## config.mk

```make
export PLATFORM = sky130hd
export DESIGN_NAME = opb_stage
export DESIGN_NICKNAME = d
export VERILOG_FILES = /design/src/rtl/opb_stage.sv
export SDC_FILE = /design/constraint.sdc
export NUM_CORES = 1
export LEC_CHECK = 0
export ABC_AREA = 0
export CAP_MARGIN = 10
export CORE_ASPECT_RATIO = 1.5
export CORE_MARGIN = 5
export CORE_UTILIZATION = 41
export DETAILED_ROUTE_END_ITERATION = 6
export GPL_TIMING_DRIVEN = 0
export PLACE_DENSITY = 0.87
export SETUP_SLACK_MARGIN = 0.05
export SKIP_LAST_GASP = 1
export SYNTH_ARGS = -nofsm -noshare
export SYNTH_HDL_FRONTEND = slang
export SYNTH_SLANG_ARGS = --single-unit
```

## constraint.sdc

```tcl
create_clock -name clk -period 1.8 [get_ports clk]
set_input_delay 0.36 -clock clk [delete_from_list [all_inputs] [get_ports clk]]
set_output_delay 0.36 -clock clk [all_outputs]
set_load 0.02 [all_outputs]
```

## src/rtl/opb_stage.sv

```systemverilog
// opb_stage: stage-2 to stage-3 operand-B register with forward capture across stalls
module opb_stage #(
    parameter logic [31:0] NOP_INST = 32'h00000013,
    parameter int          CNT_W    = 16
) (
    input  logic             clk,
    input  logic             rst,
    input  logic             stall,
    input  logic             flush,
    input  logic             d_valid,
    input  logic [31:0]      d_inst,
    input  logic [31:0]      d_pc,
    input  logic [1:0]       BSelSignal,
    input  logic [31:0]      rs2_data,
    input  logic [31:0]      imm,
    input  logic [31:0]      w_alu_result,
    input  logic [31:0]      w_load_data,
    output logic [31:0]      x_op_b,
    output logic [31:0]      x_store_data,
    output logic [31:0]      x_inst,
    output logic [31:0]      x_pc,
    output logic             x_valid,
    output logic [CNT_W-1:0] fwd_alu_cnt,
    output logic [CNT_W-1:0] fwd_ld_cnt
);
    typedef enum logic {RUN, HELD} state_t;

    state_t           state_q, state_d;
    logic [31:0]      hold_b_q, hold_b_d, hold_sd_q, hold_sd_d;
    logic [1:0]       hold_sel_q, hold_sel_d;
    logic [31:0]      op_b_q, op_b_d, sd_q, sd_d, inst_q, inst_d, pc_q, pc_d;
    logic             valid_q, valid_d;
    logic [CNT_W-1:0] alu_cnt_q, alu_cnt_d, ld_cnt_q, ld_cnt_d;
    logic [31:0]      mux_b, fwd_val;
    logic [1:0]       sel_c;
    logic             held, adv;

    // Next-state: the forward source retires during a stall, so it is captured on stall entry
    always_comb begin
        mux_b      = BSelSignal[1] ? (BSelSignal[0] ? w_load_data : w_alu_result)
                                   : (BSelSignal[0] ? imm : rs2_data);
        fwd_val    = BSelSignal[1] ? mux_b : rs2_data;
        held       = state_q == HELD;
        adv        = !stall && !flush;
        sel_c      = held ? hold_sel_q : BSelSignal;
        state_d    = state_q;
        hold_b_d   = hold_b_q;
        hold_sd_d  = hold_sd_q;
        hold_sel_d = hold_sel_q;
        op_b_d     = op_b_q;
        sd_d       = sd_q;
        inst_d     = inst_q;
        pc_d       = pc_q;
        valid_d    = valid_q;
        if (flush) begin
            state_d    = RUN;
            hold_b_d   = '0;
            hold_sd_d  = '0;
            hold_sel_d = '0;
            op_b_d     = '0;
            sd_d       = '0;
            inst_d     = NOP_INST;
            valid_d    = 1'b0;
        end else if (stall) begin
            if (!held && d_valid && BSelSignal[1]) begin
                state_d    = HELD;
                hold_b_d   = mux_b;
                hold_sd_d  = fwd_val;
                hold_sel_d = BSelSignal;
            end
        end else begin
            state_d = RUN;
            op_b_d  = held ? hold_b_q : mux_b;
            sd_d    = held ? hold_sd_q : fwd_val;
            inst_d  = d_inst;
            pc_d    = d_pc;
            valid_d = d_valid;
        end
        alu_cnt_d = (adv && d_valid && sel_c == 2'b10 && !(&alu_cnt_q)) ? alu_cnt_q + CNT_W'(1) : alu_cnt_q;
        ld_cnt_d  = (adv && d_valid && sel_c == 2'b11 && !(&ld_cnt_q)) ? ld_cnt_q + CNT_W'(1) : ld_cnt_q;
    end

    // State registers with synchronous reset
    always_ff @(posedge clk) begin
        if (rst) begin
            state_q    <= RUN;
            hold_b_q   <= '0;
            hold_sd_q  <= '0;
            hold_sel_q <= '0;
            op_b_q     <= '0;
            sd_q       <= '0;
            inst_q     <= NOP_INST;
            pc_q       <= '0;
            valid_q    <= 1'b0;
            alu_cnt_q  <= '0;
            ld_cnt_q   <= '0;
        end else begin
            state_q    <= state_d;
            hold_b_q   <= hold_b_d;
            hold_sd_q  <= hold_sd_d;
            hold_sel_q <= hold_sel_d;
            op_b_q     <= op_b_d;
            sd_q       <= sd_d;
            inst_q     <= inst_d;
            pc_q       <= pc_d;
            valid_q    <= valid_d;
            alu_cnt_q  <= alu_cnt_d;
            ld_cnt_q   <= ld_cnt_d;
        end
    end

    assign x_op_b       = op_b_q;
    assign x_store_data = sd_q;
    assign x_inst       = inst_q;
    assign x_pc         = pc_q;
    assign x_valid      = valid_q;
    assign fwd_alu_cnt  = alu_cnt_q;
    assign fwd_ld_cnt   = ld_cnt_q;
endmodule

```

; Yosys cells after proc, flatten, opt, wreduce, memory -nomap -nowiden
; Cells that the tools add are included.
; Widths: inputs -> output; s select.
[totals]
ff_bits = 228
latchBits = 0
ramBits = 0
rom_bits = 0
out_inout_bits = 161
word_cells = 43
mem_count = 0
[op_classes]
n_addsub = 2
mul = 0
n_div = 0
magnitude_cmp = 0
n_eq_ne = 2
shift = 0
muxes = 7
bitwise_logic = 2
n_reduce_logical = 19
[op_table]
columns = operator, n
row1 = $mux 32, 6
row2 = $add 16x1->16 const B, 2
row3 = $reduce_and 16->1, 2
row4 = $logic_and 1x1->1, 8
row5 = $logic_not 1->1, 5
row6 = $eq 2x2->1 const B, 2
row7 = $reduce_and 2->1, 2
row8 = $reduce_or 3->1, 1
row9 = $mux 2, 1
row10 = $not 1->1, 2
row11 = $reduce_or 2->1, 1

; Depth between registers and ports, before layout
; Gate-level depths: netlist (run 1).
[logic_depth]
word_depth = 5
depth_mapped = 7
depth_no_buf = 6

; Worst setup path after synthesis (run 1)
; Ideal clock, no wire load.
[synth_path]
kind = reg-to-reg
start = register alu_cnt_q[0] (netlist: fwd_alu_cnt[0])
end = register alu_cnt_q[15] (netlist: fwd_alu_cnt[15])
setup_time_ns = 0.123
arrival_ns = 1.891
required_ns = 1.677
slack_ns = -0.214
path_stages_with_launch = 7
path_buffers = 0
period_less_slack_ns = 2.014
path_cell_list = dfxtp_1 > ha_1 > nand4_1 > nor4b_4 > nor3_2 > nor2b_1 > mux2_1
[synth_via]
elab_chain_cells = 3
elab_cells_between_ends = 4
cone_classes = add/sub (1) / reduce/logical (3)
[synth_rtl]
columns = element, line_no
row1 = "start, declared", 33  ; logic [CNT_W-1:0] alu_cnt_q, alu_cnt_d, ld_cnt_q, ld_cnt_d;
row2 = "start signal, assigned", 107  ; alu_cnt_q <= alu_cnt_d;
row3 = branches (longest 3 deep; another with $add 16x1->16), n/a
; Several ways; the timed one is not identified.
; A chain may end at the register's enable or synchronous reset.

; Worst setup path in the final report (run 1)
[layout_path]
start = register state_q (netlist: held)
end = register ld_cnt_q[15] (netlist: fwd_ld_cnt[15])
[layout_via]
elab_chain_cells = 4
[layout_rtl]
columns = element, line_no
row1 = "start, declared", 28  ; state_t state_q, state_d;
row2 = "start signal, assigned", 98  ; state_q <= state_d;
row3 = $mux 2, 45  ; sel_c = held ? hold_sel_q : BSelSignal;
row4 = $eq 2x2->1, 80  ; ld_cnt_d = (adv && d_valid && sel_c == 2'b11 && !(&ld_cnt_q)) ? ld_cnt_q + CNT_W'(1) : ld_cnt_q;
row5 = $logic_and 1x1->1 (2 in series), 80
row6 = "end signal, assigned", 108  ; ld_cnt_q <= ld_cnt_d;
row7 = "end, declared", 33
; Every way passes these cells.

==> metrics.md, run 1 <==
| Metric | Value |
|---|---|
| Setup TNS | -1.04 ns |
| Unique cell type count in the Yosys netlist | 41 |
| Net switching power figure | 3.11 mW |
| First-pass GRT wire length | 59.1 mm |
| VDD IR-drop max | 0.734 mV |
| R2R depth | 6 |
| Synth area leaders | dfxtp_1 (46%), a21oi_1 (12%), mux2i_1 (8.0%) |
| Comb power frac | 15.5% |
| Sequential fraction of the synthesis area | 45.6% |
| Hold Buf Count CTS | 0 |
| Yosys top cell area share | 45.6% |
| R2R Path End | fwd_ld_cnt[15] |
| Post-DP HPWL | 29.5 mm |
| Final hold viol count | 0 |
| CP max FO | 4 |
| Fin util | 62.7% |
| Dominant cell by count in the synthesized netlist | a21oi_1 |
| Core area | 0.0243 mm2 |
| Hold EP | x_valid |
| Clock share of power | 40.4% |
| Most used DFF post-synth | dfxtp_1 |
| Power Dens Cells | 786 mW/mm2 |
| Area grow syn2layout | 52.1% |
| R2R Setup Slk | -0.13 ns |
| Reg power frac | 44.1% |
| Synth Register Bits | 228 |
| Worst R2R Start | held |
| Leakage | 6.25 nW |
| Vias in the first global route | 11,295 |
| Setup-failing EPs final | 17 |
| Synth top cells by count | a21oi_1 (246), dfxtp_1 (228), nand2_1 (177) |
| Max cap viols | 0 |
| WS Path Type | reg -> reg |
| Pint | 8.84 mW |
| Post-layout nets | 1,817 |
| DR iter-0 viols | 751 |
| Synth area leader | dfxtp_1 |
| Clk Latency, worst-skew pair | 0.51 ns |
| Worst-path clk slew | 0.06 ns |
| # DRC | 0 |
| Peak Freq | 0.518 GHz |
| RSZ-0062 raised after global routing | yes |
| FP Rows | 70 |
| Vias per cell | 5.62 |
| Violated checks | negative setup slack |
| Crit. End Element | flop |
| Initial Util | 41.2% |
| GRT Total Usage | 26.8% |
| Crit path launch type | flop |
| Post-synth EDFFs | 0 |
| Chip Width | 138 um |
| First drt pass iteration count | 5 |
| Final Cycle Share | 107% |
| Sw Share | 26.0% |
| Max transition margin | 43.2% |
| Placed Cells | 1,896 |
| Number of CTS-inserted buffers | 23 |
| CP Data Required Time | 2.19 ns |
| Wire length per cell | 20.3 um |
| Non-Filler Instances | 1,954 |
| CTS tree | built |
| H-tree lvl count | 1 |
| Pin count of the biggest net entering global routing | 15 |
| Hold depth | 3 |
| Synth Cell Area | 0.0100 mm2 |
| Placer Congestion | 1.00 |
| Detailed-route wire length | 39.6 mm |
| CTS max path bufs | 3 |
| CTS root buf | clkbuf_16 |
| Filler cells | 1,997 |
| Synthesized Nets | 1,416 |
| Status | complete, but fails checks |
| Aggregate global routing overflow | 0 |
| Worst setup margin | -0.131 ns |
| HP Start | stall |
| Worst Max-Slew Pin Slew | 0.852 ns |
| Worst endpoint data arrival time | 2.32 ns |
| Final ANT Viol Nets | 0 |
| Hold WC Path Type | in -> reg |
| I/O Buffers | 357 |
| Ports | 360 |
| Slew Viols, Final | 0 |
| Yosys warnings | 0 |
| Mapped Cells | 1,215 |
| Crit path from | held |
| Initial antenna violation count | 1 |
| Die Outline Area | 0.0277 mm2 |
| Clock sinks | 228 |
| Asr flop ratio synth | 0% |
| Final min period | 1.93 ns |
| Mapped Avg Cell Area | 8.23 um2 |
| DR vias | 10,972 |
| Share of cells above drive strength 1 | 10.3% |
| Die H | 201 um |
| Fin Clk Skew | 0.00783 ns |
[what timing repair did]
action | 4_1_cts | 5_1_grt
hold endpoints to repair | 0 | 0
buffers inserted | 11 | 8
gates resized for setup | 231 | 81
endpoints found under the setup margin | 341 | 181
gates cloned | 1 | 0
pin swaps | 20 | 17
[power by group through the flow]
stage / sequential (mW) / clock [mW] / combinational (mW)
after global routing: 5.28 / 5.01 / 1.98
final: 5.27 / 4.83 / 1.85
after CTS: 5.27 / 4.84 / 1.81
after global placement: 5.38 / 0 / 1.83
after floorplan: 5.52 / 0 / 0.720
after detailed placement: 5.38 / 0 / 1.87
[cell usage in the layout (no fill, tap or decap), drive strengths merged, types with 5 or more instances in the layout]
cell type / instances
a21oi: 246
dfxtp: 228
clkdlybuf4s50: 194
nand2: 177
dlygate4sd2: 162
clkbuf: 110
nor2: 100
mux2i: 81
o21ai: 66
a211oi: 64
buf: 43
nor2b: 37
xnor2: 22
nand2b: 20
nor4: 10
nor3: 9
nand4: 9
nand3: 8
mux2: 5
[cells by family after synthesis]
kind of cell,after synthesis,synth area share [%]
buf+inv,103,4.12
fa+ha+maj,2,0.250
compound gates,376,20.4
simple gates,395,18.7
mux,86,8.71
xor+xnor,25,2.19
flops,228,45.6
[through the flow]
step | hold WS [ns] | cell area, um2 | worst slack [ns] | total power, mW
after global placement | 0.442 | 14000 | -0.910 | 7.21
after global routing | 0.381 | 15200 | -0.182 | 12.3
after detailed placement | 0.446 | 14000 | -0.960 | 7.25
after floorplan | 0.435 | 10100 | -0.0780 | 6.24
final | 0.342 | 15200 | -0.131 | 12.0
after CTS | 0.345 | 14900 | -0.0923 | 11.9
[final cells by class]
class	instances	area, um2	share of cell area (%)
multi-input combinational	884	5370	35.3
sequential	228	4590	30.2
timing repair buffer	377	3560	23.4
clock buffer	33	693	4.56
buffer	100	527	3.46
tap	324	405	2.67
clock inverter	5	57.6	0.378
inverter	2	7.51	0.0494
antenna	1	2.50	0.0165
[routing by layer]
layer  GRT usage [%]  part of all wire (%)  vias up
met1            26.9                    33     5139
met3            6.05                   9.3      163
met4            13.5                   5.4        2
li1                -                     -     5018
met2            50.3                    52      650
met5               0                 0.033        -
[registers in the layout, indices dropped and copies added, names as in the netlist]
register and flops:
fwd_alu_cnt 16, fwd_ld_cnt 16, held 1, hold_b_q 32
hold_sd_q 32, hold_sel_q 2, x_inst 32, x_op_b 32
x_pc 32, x_store_data 32, x_valid 1
[worst max path at each step]
| stage | cells after the start | slack (ns) | end |
|---|---|---|---|
| floorplan | 6 | -0.08 | fwd_alu_cnt[15] |
| global placement | 6 | -0.91 | x_inst[6] |
| detailed placement | 6 | -0.96 | x_inst[31] |
| CTS | 6 | -0.09 | fwd_ld_cnt[15] |
| global route | 7 | -0.18 | fwd_alu_cnt[15] |
| finish | 6 | -0.13 | fwd_ld_cnt[15] |
[worst max-delay path: stages (launching register included)]
cell	delay, ns
dfxtp_2	0.33
buf_6	0.13
mux2i_4	0.21
nand4b_4	0.21
or3_4	0.43
nor3_4	0.20
mux2_4	0.31
Note: power is estimated with default switching activity, not from simulation.
==> run 2: changes to the inputs <==
Settings changed: MAX_ROUTING_LAYER from default to met4.
==> metrics.md, run 2 (synthesis gave the netlist of run 1 again) <==
| Metric | Value |
|---|---|
| Detailed-route wire length | 38.5 mm (-2.8%) |
| Die Outline Area | 0.0277 mm2 (unchanged) |
| Met1 usage | 27.5% (+0.56 points) |
| Final Cell Area | 0.0151 mm2 (-0.41%) |
| Leakage | 6.22 nW (-0.56%) |
| Worst Max-Slew Pin Slew | 0.882 ns (+0.0304 ns) |
| CP Data Required Time | 2.19 ns (about the same) |
| Violated checks | negative setup slack |
| CP max FO | 4 (unchanged) |
| Status | complete, but fails checks |
| Pin count of the biggest net entering global routing | 15 (unchanged) |
| Met2 Track Usage GR | 48.6% (-1.7 points) |
| Filler cells | 2,017 (+1.0%) |
| Crit. End Element | flop |
| Setup-failing EPs final | 6 (-11) |
| CTS root buf | clkbuf_16 |
| Clk Latency, worst-skew pair | 0.51 ns (about the same) |
| Fin Hold WS | 0.340 ns (-0.00249 ns) |
| Fin Clk Skew | 0.00875 ns (+0.000925 ns) |
| Final Cycle Share | 105% (-2.8 points) |
| Vias in the first global route | 11,020 (-2.4%) |
| CTS max path bufs | 3 (unchanged) |
| Peak Freq | 0.531 GHz (+2.6%) |
| Aggregate global routing overflow | 0 (unchanged) |
| Placer Congestion | 0.957 (-4.6%) |
| Post-DP HPWL | 29.4 mm (about the same) |
| DR iter-0 viols | 679 (-9.6%) |
| RSZ-0062 raised after global routing | yes |
| Number of CTS-inserted buffers | 23 (unchanged) |
| Die H | 201 um (unchanged) |
| Share of cells above drive strength 1 | 10.1% (-0.20 points) |
| Max cap viols | 0 (unchanged) |
| Initial Util | 41.2% (unchanged) |
| Wire length per cell | 19.7 um (-2.9%) |
| Initial antenna violation count | 1 (unchanged) |
| Clock sinks | 228 (unchanged) |
| H-tree lvl count | 1 (unchanged) |
| Fin util | 62.4% (-0.26 points) |
| First drt pass iteration count | 5 (unchanged) |
| CTS tree | built |
| Final hold viol count | 0 (unchanged) |
| FP Rows | 70 (unchanged) |
| Worst setup margin | -0.0815 ns (+0.0498 ns) |
| Slew Viols, Final | 0 (unchanged) |
| Setup TNS | -0.269 ns (+0.772 ns) |
| Power Dens Cells | 790 mW/mm2 (+0.54%) |
| Vias per cell | 5.45 (-2.9%) |
| GRT Total Usage | 27.1% (+0.25 points) |
| Pre-CTS setup slack | -0.893 ns (+0.0670 ns) |
| Met3 usage | 5.28% (-0.78 points) |
| First-pass GRT wire length | 57.9 mm (-2.0%) |
| Max transition margin | 41.2% (-2.0 points) |
| Storage cell area | 0.00459 mm2 (about the same) |
| Hold WC Path Type | in -> reg |
| WS Path Type | reg -> reg |
| DR vias | 10,667 (-2.8%) |
| # DRC | 0 (unchanged) |
| Most common cell after layout, fill and taps aside | a21oi_1 |
| Area grow syn2layout | 51.4% |
| Most frequent cells in the layout | a21oi_1 (245), dfxtp_1 (215), clkdlybuf4s50_1 (194) |
| Worst-path clk slew | 0.06 ns (about the same) |
| Area after DPL | 0.0140 mm2 (unchanged) |
| Multi-input gate area | 0.00535 mm2 (-0.26%) |
| Final min period | 1.88 ns (-0.0498 ns) |
| Hold Buf Count CTS | 0 (unchanged) |
| Core area | 0.0243 mm2 (unchanged) |
| Post-layout nets | 1,818 (+0.055%) |
| Final ANT Viol Nets | 0 (unchanged) |
| I/O Buffers | 357 (unchanged) |
| Ports | 360 (unchanged) |
| Chip Width | 138 um (unchanged) |
| Worst endpoint data arrival time | 2.28 ns (-0.04 ns) |
| Crit path launch type | flop |
| Global route hottest layer | met2 |
| VDD IR-drop max | 0.623 mV (-15%) |
run 2: metrics by stage:
stage	power, mW	cells
finish	12.0	1957
global route	12.4	1957
CTS	12.0	1952
detailed placement	7.25	1896
global placement	7.22	1896
floorplan	6.24	1215
run 2: final cells by class:
type	count	area share, %
clock inverters	7	0.586
plain buffers	100	3.15
repair buffers	378	23.5
multi-input cells	884	35.3
flip-flops and latches	228	30.3
clock buffers	33	4.38
inverters	2	0.0496
diodes	1	0.0165
well taps	324	2.68
run 2: path summary, 6_finish.rpt:
path / startpoint / end / slack, ns / cells past startpoint
worst max-delay path: held / fwd_alu_cnt[15] / -0.08 / 7
worst min-delay path: stall / x_valid / 0.34 / 3
worst max register to register: held / fwd_alu_cnt[15] / -0.08 / 7
worst min register to register: x_pc[19] / x_pc[19] / 0.45 / 2
run 2: power breakdown:
group | switching (mW) | total [mW] | internal [mW]
registers | 0.0771 | 5.27 | 5.19
logic | 1.00 | 1.84 | 0.834
clock network | 2.02 | 4.86 | 2.84
total | 3.10 | 12.0 | 8.87
run 2: timing repair:
action	4_1_cts	5_1_grt
pin swaps	20	12
setup buffers	16	5
endpoints found under the hold margin	0	0
gates resized for setup	225	65
endpoints found under the setup margin	340	132
run 2: worst max-delay path, cell delays in order (launching register included):
cell and delay, ns:
dfxtp_2 0.34, buf_6 0.11, mux2i_4 0.29, nand4_4 0.20
buf_6 0.19, nor3_4 0.14, nor2b_4 0.20, mux2_4 0.30
run 2: layer usage:
metal  part of all wire [%]  up-vias
met4                    5.3        0
met5                      0        -
met2                     52      559
met3                    8.7      132
li1                       -     5019
met1                     34     4957
==> run 3: changes to the inputs <==
Settings changed: CORE_UTILIZATION 41 to 45, PLACE_DENSITY 0.87 to 0.9.
Clock period 1.8 ns to 2 ns, I/O delays scaled along.
==> metrics.md, run 3 (synthesis gave the netlist of run 1 again) <==
| Metric | Value |
|---|---|
| Status | completed |
| CTS root buf | clkbuf_16 |
| GRT Total Usage | 28.7% (+1.6 points) |
| # DRC | 0 (unchanged) |
| First-pass GRT wire length | 56.8 mm (-2.0%) |
| CP Data Required Time | 2.39 ns (+0.20 ns) |
| Reg power frac | 45.0% (+1.0 points) |
| Hold WC Path Type | in -> reg |
| Clock sinks | 228 (unchanged) |
| CTS tree | built |
| Setup-failing EPs final | 0 (-6) |
| Ports | 360 (unchanged) |
| Worst-path clk slew | 0.07 ns (about the same) |
| Final hold viol count | 0 (unchanged) |
| Max cap viols | 0 (unchanged) |
| Fin Hold WS | 0.342 ns (+0.00232 ns) |
| RSZ-0062 raised after global routing | yes |
| Sw Share | 26.4% (+0.56 points) |
| CTS max path bufs | 3 (unchanged) |
| Crit. End Element | flop |
| Wire length per cell | 20.4 um (+3.8%) |
| R2R Setup Slk | 0.05 ns (+0.13 ns) |
| Fin Clk Skew | 0.0200 ns (+0.0112 ns) |
| Multi-input gate area | 0.00512 mm2 (-4.4%) |
| Peak Freq | 0.513 GHz (-3.5%) |
| Uppermost layer routed | met4 |
| Detailed-route wire length | 38.7 mm (+0.38%) |
| Crit path launch type | flop |
| Worst endpoint data arrival time | 2.34 ns (+0.06 ns) |
| Vias per cell | 5.73 (+5.1%) |
| Share of cells above drive strength 1 | 6.43% (-3.7 points) |
| Vias in the first global route | 10,768 (-2.3%) |
| I/O Buffers | 357 (unchanged) |
| Die Outline Area | 0.0254 mm2 (-8.4%) |
| WL met3 | 3.11 mm (-6.9%) |
| Pint | 7.75 mW (-13%) |
| Setup TNS | 0 ns (+0.269 ns) |
| Slowest-stage cell, CP | or3_4 |
| H-tree lvl count | 1 (unchanged) |
| Comb power frac | 16.4% (+1.1 points) |
| First drt pass iteration count | 5 (unchanged) |
| Final Cycle Share | 97.5% (-7.0 points) |
| DR vias | 10,841 (+1.6%) |
| CP max stage delay | 0.40 ns (+0.06 ns) |
| Net switching power figure | 2.79 mW (-10%) |
| Chip Width | 132 um (-4.2%) |
| Initial Util | 45.9% (+4.7 points) |
| Post-DP HPWL | 29.1 mm (-1.2%) |
| Total power | 10.5 mW (-12%) |
| Cell Chain, Critical Path | ha_4 > nand3_1 > and4bb_2 > or3_4 > nor3_4 > mux2_4 |
| Slew Viols, Final | 0 (unchanged) |
| Aggregate global routing overflow | 0 (unchanged) |
| Die H | 193 um (-4.3%) |
| Core area | 0.0218 mm2 (-10%) |
| Clock share of power | 38.6% (-2.0 points) |
| VDD IR-drop max | 0.542 mV (-13%) |
| Final ANT Viol Nets | 0 (unchanged) |
| Hold Buf Count CTS | 0 (unchanged) |
| Max transition margin | 41.8% (+0.64 points) |
| Worst Max-Slew Pin Slew | 0.873 ns (-0.00961 ns) |
| Fin util | 67.9% (+5.5 points) |
| WS Path Type | reg -> reg |
| Most frequent cells in the layout | clkdlybuf4s50_1 (324), a21oi_1 (246), dfxtp_1 (224) |
| Filler cells | 1,723 (-15%) |
| Initial antenna violation count | 2 (+1) |
| Area grow syn2layout | 48.0% |
| Pin count of the biggest net entering global routing | 15 (unchanged) |
| Most common cell after layout, fill and taps aside | clkdlybuf4s50_1 |
| Final min period | 1.95 ns (+0.0692 ns) |
| Leakage | 5.66 nW (-9.0%) |
| Clk Latency, worst-skew pair | 0.52 ns (about the same) |
| Placer Congestion | 0.911 (-4.7%) |
| DR iter-0 viols | 824 (+21%) |
| M1 wire length | 13.4 mm (+0.90%) |
| CP top delay family | simple AND/OR/NAND/NOR gates |
| WP buf/inv | 0 (-2) |
| Number of CTS-inserted buffers | 22 (-4.3%) |
| Met2 routed WL | 20.0 mm (+0.77%) |
| Post-layout nets | 1,804 (-0.77%) |
| CP max FO | 4 (unchanged) |
| Power Dens Cells | 712 mW/mm2 (-9.8%) |
| Storage cell area | 0.00457 mm2 (-0.35%) |
| FP Rows | 66 (-5.7%) |
[run 3: cell count changes in the layout (fill, tap and decap cells not counted), moves of 8 or more]
cell,delta
dlymetal6s2s_1,+12
clkbuf_4,-8
dfxtp_1,+9
clkdlybuf4s50_1,+130
buf_4,-8
clkbuf_1,+16
dlygate4sd2_1,-142
[run 3: final timing paths]
| check | startpoint | to | depth (start not counted) |
|---|---|---|---|
| setup / recovery | fwd_ld_cnt[0] | fwd_ld_cnt[15] | 6 |
| hold / removal | stall | x_valid | 3 |
| setup reg to reg | fwd_ld_cnt[0] | fwd_ld_cnt[15] | 6 |
| hold reg to reg | x_pc[13] | x_pc[13] | 2 |
[run 3: metal layers]
| layer | vias to the layer above | GRT usage (%) |
|---|---|---|
| li1 | 5009 | - |
| met1 | 5022 | 30.7 |
| met2 | 652 | 51.4 |
| met3 | 158 | 4.33 |
| met4 | 0 | 14.6 |
| met5 | - | - |
[run 3: cell type report]
type | count | area share [%]
antenna | 2 | 0.0338
buffer | 101 | 2.96
clock buffer | 34 | 4.44
clock inverter | 5 | 0.228
inverter | 2 | 0.0507
multi-input combinational | 884 | 34.6
sequential | 228 | 30.9
tap | 272 | 2.30
timing repair buffer | 364 | 24.5
[run 3: power by group through the flow]
stage / sequential, mW / combinational, mW / clock [mW]
2_1_floorplan: 4.97 / 0.648 / 0
3_3_place_gp: 4.84 / 1.66 / 0
3_5_place_dp: 4.85 / 1.69 / 0
4_1_cts: 4.75 / 1.70 / 4.09
5_1_grt: 4.76 / 1.83 / 4.29
6_report: 4.75 / 1.73 / 4.07
[run 3: metrics by stage]
step	area (um2)	setup WS [ns]	cells
floorplan	10000	0.0591	1215
global placement	13900	-0.738	1844
detailed placement	13900	-0.741	1844
CTS	14600	0.0523	1885
global route	14800	-0.0219	1892
finish	14800	0.0493	1892
[run 3: what timing repair did]
item / CTS / global route
gates resized for setup: 38 / 46
buffers inserted: 2 / 5
setup endpoints to repair: 158 / 167
pin swaps: 1 / 4
[run 3: worst reg2reg max path, delay by kind of cell (launching register included)]
kind,cells,cell delay (ns)
adder cells (fa/ha/maj),1,0.18
multiplexers,1,0.31
AND/OR/NAND/NOR,4,0.98
flip-flops,1,0.36
